`config.mk`:
```
export PLATFORM = sky130hd
export DESIGN_NAME = gjy_uart_rx_fifo_flat
export DESIGN_NICKNAME = d
export VERILOG_FILES = /design/src/rtl/gjy_uart_rx_fifo_if.sv /design/src/rtl/gjy_uart_rx_fifo.sv /design/src/flat_wrapper.sv
export SDC_FILE = /design/constraint.sdc
export NUM_CORES = 1
export LEC_CHECK = 0
export CAP_MARGIN = 20
export CORE_MARGIN = 2
export CORE_UTILIZATION = 39
export CTS_BUF_LIST = sky130_fd_sc_hd__clkbuf_8
export DETAILED_ROUTE_END_ITERATION = 12
export DONT_BUFFER_PORTS = 1
export GPL_ROUTABILITY_DRIVEN = 0
export SYNTH_ARGS = -nofsm -noshare
export SYNTH_HDL_FRONTEND = slang
export SYNTH_SLANG_ARGS = --single-unit
```
`constraint.sdc`:
```
create_clock -name clk -period 4.5 [get_ports clk]
set_input_delay 0.675 -clock clk [delete_from_list [all_inputs] [get_ports clk]]
set_output_delay 0.675 -clock clk [all_outputs]
set_load 0.005 [all_outputs]
```
`src/rtl/gjy_uart_rx_fifo_if.sv`:
```
// gjy_uart_rx_fifo_if: byte/handshake bundle between UART receiver, register block and the rx FIFO
interface gjy_uart_rx_fifo_if #(
  parameter int AW = 4
);
  logic          rx_ok;
  logic [7:0]    rx_data;
  logic          pop;
  logic          flush;
  logic          ovr_clr;
  logic [AW:0]   thresh;
  logic          irq_en;
  logic [7:0]    rd_data;
  logic          empty;
  logic          full;
  logic [AW:0]   count;
  logic          ovr;
  logic          irq;
  modport master (
    output rx_ok, rx_data, pop, flush, ovr_clr, thresh, irq_en,
    input  rd_data, empty, full, count, ovr, irq
  );
  modport slave (
    input  rx_ok, rx_data, pop, flush, ovr_clr, thresh, irq_en,
    output rd_data, empty, full, count, ovr, irq
  );
endinterface

```
`src/rtl/gjy_uart_rx_fifo.sv`:
```
// gjy_uart_rx_fifo: edge-triggered rx byte FIFO with sticky overrun; registered irq when UART_RX_FIFO_IRQ_EN is defined
module gjy_uart_rx_fifo #(
  parameter int AW    = 4,
  parameter int DEPTH = 16
) (
  input  logic                 clk,
  input  logic                 rst_n,
  gjy_uart_rx_fifo_if.slave    rx_if
);
  logic [7:0]    mem_q [DEPTH];
  logic [AW-1:0] wr_ptr_q, wr_ptr_d, rd_ptr_q, rd_ptr_d;
  logic [AW:0]   count_q, count_d;
  logic          ovr_q, ovr_d, rx_ok_q;
  logic          push, pop_ok, wr_en, empty, full;
  always_comb begin
    push     = rx_if.rx_ok & ~rx_ok_q;
    empty    = count_q == '0;
    full     = count_q == (AW+1)'(DEPTH);
    pop_ok   = rx_if.pop & ~empty;
    wr_en    = push & (~full | pop_ok) & ~rx_if.flush;
    wr_ptr_d = rx_if.flush ? '0 : wr_ptr_q + AW'(wr_en);
    rd_ptr_d = rx_if.flush ? '0 : rd_ptr_q + AW'(pop_ok);
    count_d  = rx_if.flush ? '0 : count_q + (AW+1)'(wr_en) - (AW+1)'(pop_ok);
    ovr_d    = rx_if.flush ? 1'b0 : (push & full & ~pop_ok) ? 1'b1 : rx_if.ovr_clr ? 1'b0 : ovr_q;
  end
  // rx_ok_q resets high so an rx_ok already high out of reset is not seen as a new byte
  always_ff @(posedge clk) begin
    if (!rst_n) begin
      wr_ptr_q <= '0;
      rd_ptr_q <= '0;
      count_q  <= '0;
      ovr_q    <= 1'b0;
      rx_ok_q  <= 1'b1;
    end else begin
      wr_ptr_q <= wr_ptr_d;
      rd_ptr_q <= rd_ptr_d;
      count_q  <= count_d;
      ovr_q    <= ovr_d;
      rx_ok_q  <= rx_if.rx_ok;
    end
  end
  always_ff @(posedge clk) begin
    if (rst_n && wr_en) mem_q[wr_ptr_q] <= rx_if.rx_data;
  end
  assign rx_if.rd_data = empty ? 8'h00 : mem_q[rd_ptr_q];
  assign rx_if.empty   = empty;
  assign rx_if.full    = full;
  assign rx_if.count   = count_q;
  assign rx_if.ovr     = ovr_q;
`ifdef UART_RX_FIFO_IRQ_EN
  logic irq_q, irq_d;
  always_comb irq_d = rx_if.irq_en & (((rx_if.thresh != '0) & (count_d >= rx_if.thresh)) | ovr_d);
  always_ff @(posedge clk) begin
    irq_q <= rst_n ? irq_d : 1'b0;
  end
  assign rx_if.irq = irq_q;
`else
  assign rx_if.irq = 1'b0;
`endif
endmodule

```
`src/flat_wrapper.sv`:
```
// flat-port wrapper written by rule: the top's interface ports become plain ports
module gjy_uart_rx_fifo_flat 
#(
  parameter int AW    = 4,
  parameter int DEPTH = 16
)
  (clk, rst_n, rx_if_rx_ok, rx_if_rx_data, rx_if_pop, rx_if_flush, rx_if_ovr_clr, rx_if_thresh, rx_if_irq_en, rx_if_rd_data, rx_if_empty, rx_if_full, rx_if_count, rx_if_ovr, rx_if_irq);
  gjy_uart_rx_fifo_if #(.AW(AW)) rx_if_i ();
  input  logic clk;
  input  logic rst_n;
  input wire logic [$bits(rx_if_i.rx_ok)-1:0] rx_if_rx_ok;
  input wire logic [$bits(rx_if_i.rx_data)-1:0] rx_if_rx_data;
  input wire logic [$bits(rx_if_i.pop)-1:0] rx_if_pop;
  input wire logic [$bits(rx_if_i.flush)-1:0] rx_if_flush;
  input wire logic [$bits(rx_if_i.ovr_clr)-1:0] rx_if_ovr_clr;
  input wire logic [$bits(rx_if_i.thresh)-1:0] rx_if_thresh;
  input wire logic [$bits(rx_if_i.irq_en)-1:0] rx_if_irq_en;
  output wire logic [$bits(rx_if_i.rd_data)-1:0] rx_if_rd_data;
  output wire logic [$bits(rx_if_i.empty)-1:0] rx_if_empty;
  output wire logic [$bits(rx_if_i.full)-1:0] rx_if_full;
  output wire logic [$bits(rx_if_i.count)-1:0] rx_if_count;
  output wire logic [$bits(rx_if_i.ovr)-1:0] rx_if_ovr;
  output wire logic [$bits(rx_if_i.irq)-1:0] rx_if_irq;
  assign rx_if_i.rx_ok = rx_if_rx_ok;
  assign rx_if_i.rx_data = rx_if_rx_data;
  assign rx_if_i.pop = rx_if_pop;
  assign rx_if_i.flush = rx_if_flush;
  assign rx_if_i.ovr_clr = rx_if_ovr_clr;
  assign rx_if_i.thresh = rx_if_thresh;
  assign rx_if_i.irq_en = rx_if_irq_en;
  assign rx_if_rd_data = rx_if_i.rd_data;
  assign rx_if_empty = rx_if_i.empty;
  assign rx_if_full = rx_if_i.full;
  assign rx_if_count = rx_if_i.count;
  assign rx_if_ovr = rx_if_i.ovr;
  assign rx_if_irq = rx_if_i.irq;
  gjy_uart_rx_fifo #(.AW(AW), .DEPTH(DEPTH)) u_core (.clk(clk), .rst_n(rst_n), .rx_if(rx_if_i));
endmodule
```
==> results.sh <==
export IMPL_die_h_um=124.9
export IMPL_path_clk_slew_ps=70
export IMPL_yosysSeqAreaShare=0.7271
export IMPL_placementRows=44
export IMPL_fmax_mhz=309.8
export IMPL_yosysTopAreaCellShare=0.6744
export IMPL_drc_errors=0
export IMPL_finalMaxSlewViolations=0
export IMPL_antenna_cells=0
export IMPL_end_kind="output port"
export IMPL_crit_type="flip-flop to output port"
export IMPL_hold_violations=0
export IMPL_synthesis_area_mm2=0.005699
export IMPL_top_usage_layer="met2"
export IMPL_syn_nets=333
export IMPL_final_nets=346
export IMPL_postLayoutCellArea_mm2=0.006250
export IMPL_first_global_vias=2852
export IMPL_clk_latency_ps=440
export IMPL_grt_pass1_wl_um=16700
export IMPL_finalSetupViolCount=0
export IMPL_globalRouteMet3Util=0.04897
export IMPL_cap_violations=0
export IMPL_tns_ps=0
export IMPL_finalWorstSetupSlack_ps=1272
export IMPL_ios=37
export IMPL_routed_wirelength_um=10920
export IMPL_start_kind="flip-flop"
export IMPL_cts_sinks=143
export IMPL_hp_class="input pin to flip-flop"
export IMPL_fp_coreArea_mm2=0.01442
export IMPL_antenna_found_initial=0
export IMPL_synth_top_cell_by_area="edfxtp_1"
export IMPL_start_util=0.3951
export IMPL_timing_final_crit_share=0.7174
export IMPL_cts_made_buffers=17
export IMPL_fin_crit_ps=3228
export IMPL_htree_levels=4
export IMPL_grt_overflow_total=0
export IMPL_wl_per_cell_um=21.37
export IMPL_outcome="finished, final reports clean"
export IMPL_dpl_cell_area_mm2=0.005928
export IMPL_clockBufferDepth=2
export IMPL_grt_usage=0.1496
export IMPL_cts_hold_buffers=0
export IMPL_cts_setup_buffers=0
export IMPL_max_slew_margin=0.3338
export IMPL_syn2layout_area_growth_pct=9.660
export IMPL_clockRootBuffer="clkbuf_8"
export IMPL_vdd_ir_drop_max_mv=0.2285
export IMPL_io_buffer_count=0
export IMPL_grt_util_met2=0.2388
export IMPL_cellPowerDensity_mw_per_mm2=431.9
export IMPL_synth_cell_types=34
export IMPL_arrival_ps=2550
export IMPL_rsz0062_at_grt="no"
export IMPL_use_met1=0.1951
export IMPL_grt_max_degree=35
export IMPL_yosysWarningCount=0
export IMPL_syn_area_per_cell_um2=18.87
export IMPL_finalPower_mw=2.700
export IMPL_dp_cells=480
export IMPL_path_max_fanout=19
export IMPL_dr_pass1_iters=4
export IMPL_place_hpwl_um=6907
export IMPL_fin_cells=511
export IMPL_worst_ep_required_time_ps=3830
export IMPL_yosys_register_bits=143
export IMPL_die_area_mm2=0.01560
export IMPL_syn_inst=302
export IMPL_antenna_left=0
export IMPL_via_count=2684
export IMPL_dieWidth_um=124.9
export IMPL_viasPerCell=5.252
export IMPL_leakage_nw=1.920
export IMPL_synthTopCellsByArea="edfxtp_1 (67%), mux4_2 (13%), dfxtp_1 (5.3%), ha_1 (2.2%), nor2_1 (1.5%)"
export IMPL_dpl_worst_slack_ps=1566
export IMPL_fin_skew_ps=10.66
export IMPL_worst_pin_slew_ps=995.7
export IMPL_ctsResizeCount=0
export IMPL_drt_iter0_markers=213
export IMPL_cts_tree="built"
export IMPL_drive_above_1_share=0.2141
==> metal layers <==
metal  wire, um  up-vias
li1           -     1217
met4        123        0
met5          0        -
met2       5418       66
met1       4809     1391
met3        567       10
==> state kept, by name, summed over array words and instances, names as in the netlist <==
signal,count
u_core.rx_if.count,5
u_core.rd_ptr_q,4
u_core.rx_ok_q,1
u_core.rx_if.ovr,1
u_core.mem_q,128
u_core.wr_ptr_q,4
==> metrics by stage <==
stage / hold slack, ps / util
5_1_grt: 272.8 / 0.4333
6_report: 302.4 / 0.4333
3_5_place_dp: 553.7 / 0.4110
4_1_cts: 274.5 / 0.4333
3_3_place_gp: 530.3 / 0.4110
2_1_floorplan: 506.5 / -
==> final cells by class <==
type	instances	area, um2
clock buffer	17	234.0
clock inverter	14	87.58
fill	1275	8174
inverter	11	41.29
multi-input combinational	134	1451
sequential	143	4145
tap	184	230.2
timing repair buffer	8	60.06
==> synth_stat cells (all sizes together) <==
cell / number
conb: 1
xor2: 3
dfxtp: 15
and4bb: 1
a21o: 1
and2: 5
nor3: 5
inv: 11
nor2: 23
nand4: 1
mux2i: 8
nand2: 4
a21oi: 2
clkbuf: 7
buf: 7
nand4b: 2
a22oi: 8
or2: 1
mux4: 32
o21ai: 9
nor4b: 1
edfxtp: 128
nor3b: 2
xnor2: 4
o32a: 1
fa: 1
a2111oi: 1
nor2b: 1
nand3: 3
nand2b: 4
ha: 10
==> logic make-up after synthesis <==
kind of cell	count (synthesis)	synth area share
buffers and inverters	25	0.01822
AO/OA/AOI/OAI	22	0.02810
adder cells (fa/ha/maj)	11	0.02547
other	1	0.0006580
multiplexers	40	0.1405
AND/OR/NAND/NOR	53	0.04918
flip-flops	143	0.7271
XOR/XNOR	7	0.01076
==> path summary, 6_finish.rpt <==
path                         startpoint  depth (start not counted)                    end  slack [ps]
hold / removal                    rst_n                          1         u_core.rx_ok_q         300
setup / recovery     u_core.rd_ptr_q[0]                          4       rx_if_rd_data[1]        1270
setup reg to reg  u_core.rx_if.count[2]                         13  u_core.rx_if.count[4]        1550
hold reg to reg        u_core.rx_if.ovr                          3       u_core.rx_if.ovr         570
==> power by group <==
group / switching, mW / internal, mW
clock network: 0.451 / 0.413
logic: 0.171 / 0.169
registers: 0.0369 / 1.46
==> placed cells by master, fill, tap and decap left out, types with 5 or more instances in the layout <==
cell type,n
clkinv_2,7
nor3_1,5
a22oi_1,8
buf_4,8
mux2i_1,8
dfxtp_1,14
and2_1,5
clkbuf_8,17
inv_1,15
nor2_1,23
edfxtp_1,128
o21ai_0,9
ha_1,10
mux4_2,32
==> worst max-delay path, cell delays in order (launching register included) <==
cell	delay, ps
dfxtp_2	780
buf_4	340
mux4_2	530
mux2i_1	270
o21ai_0	190
No activity file was read; power rests on OpenSTA's default activity.
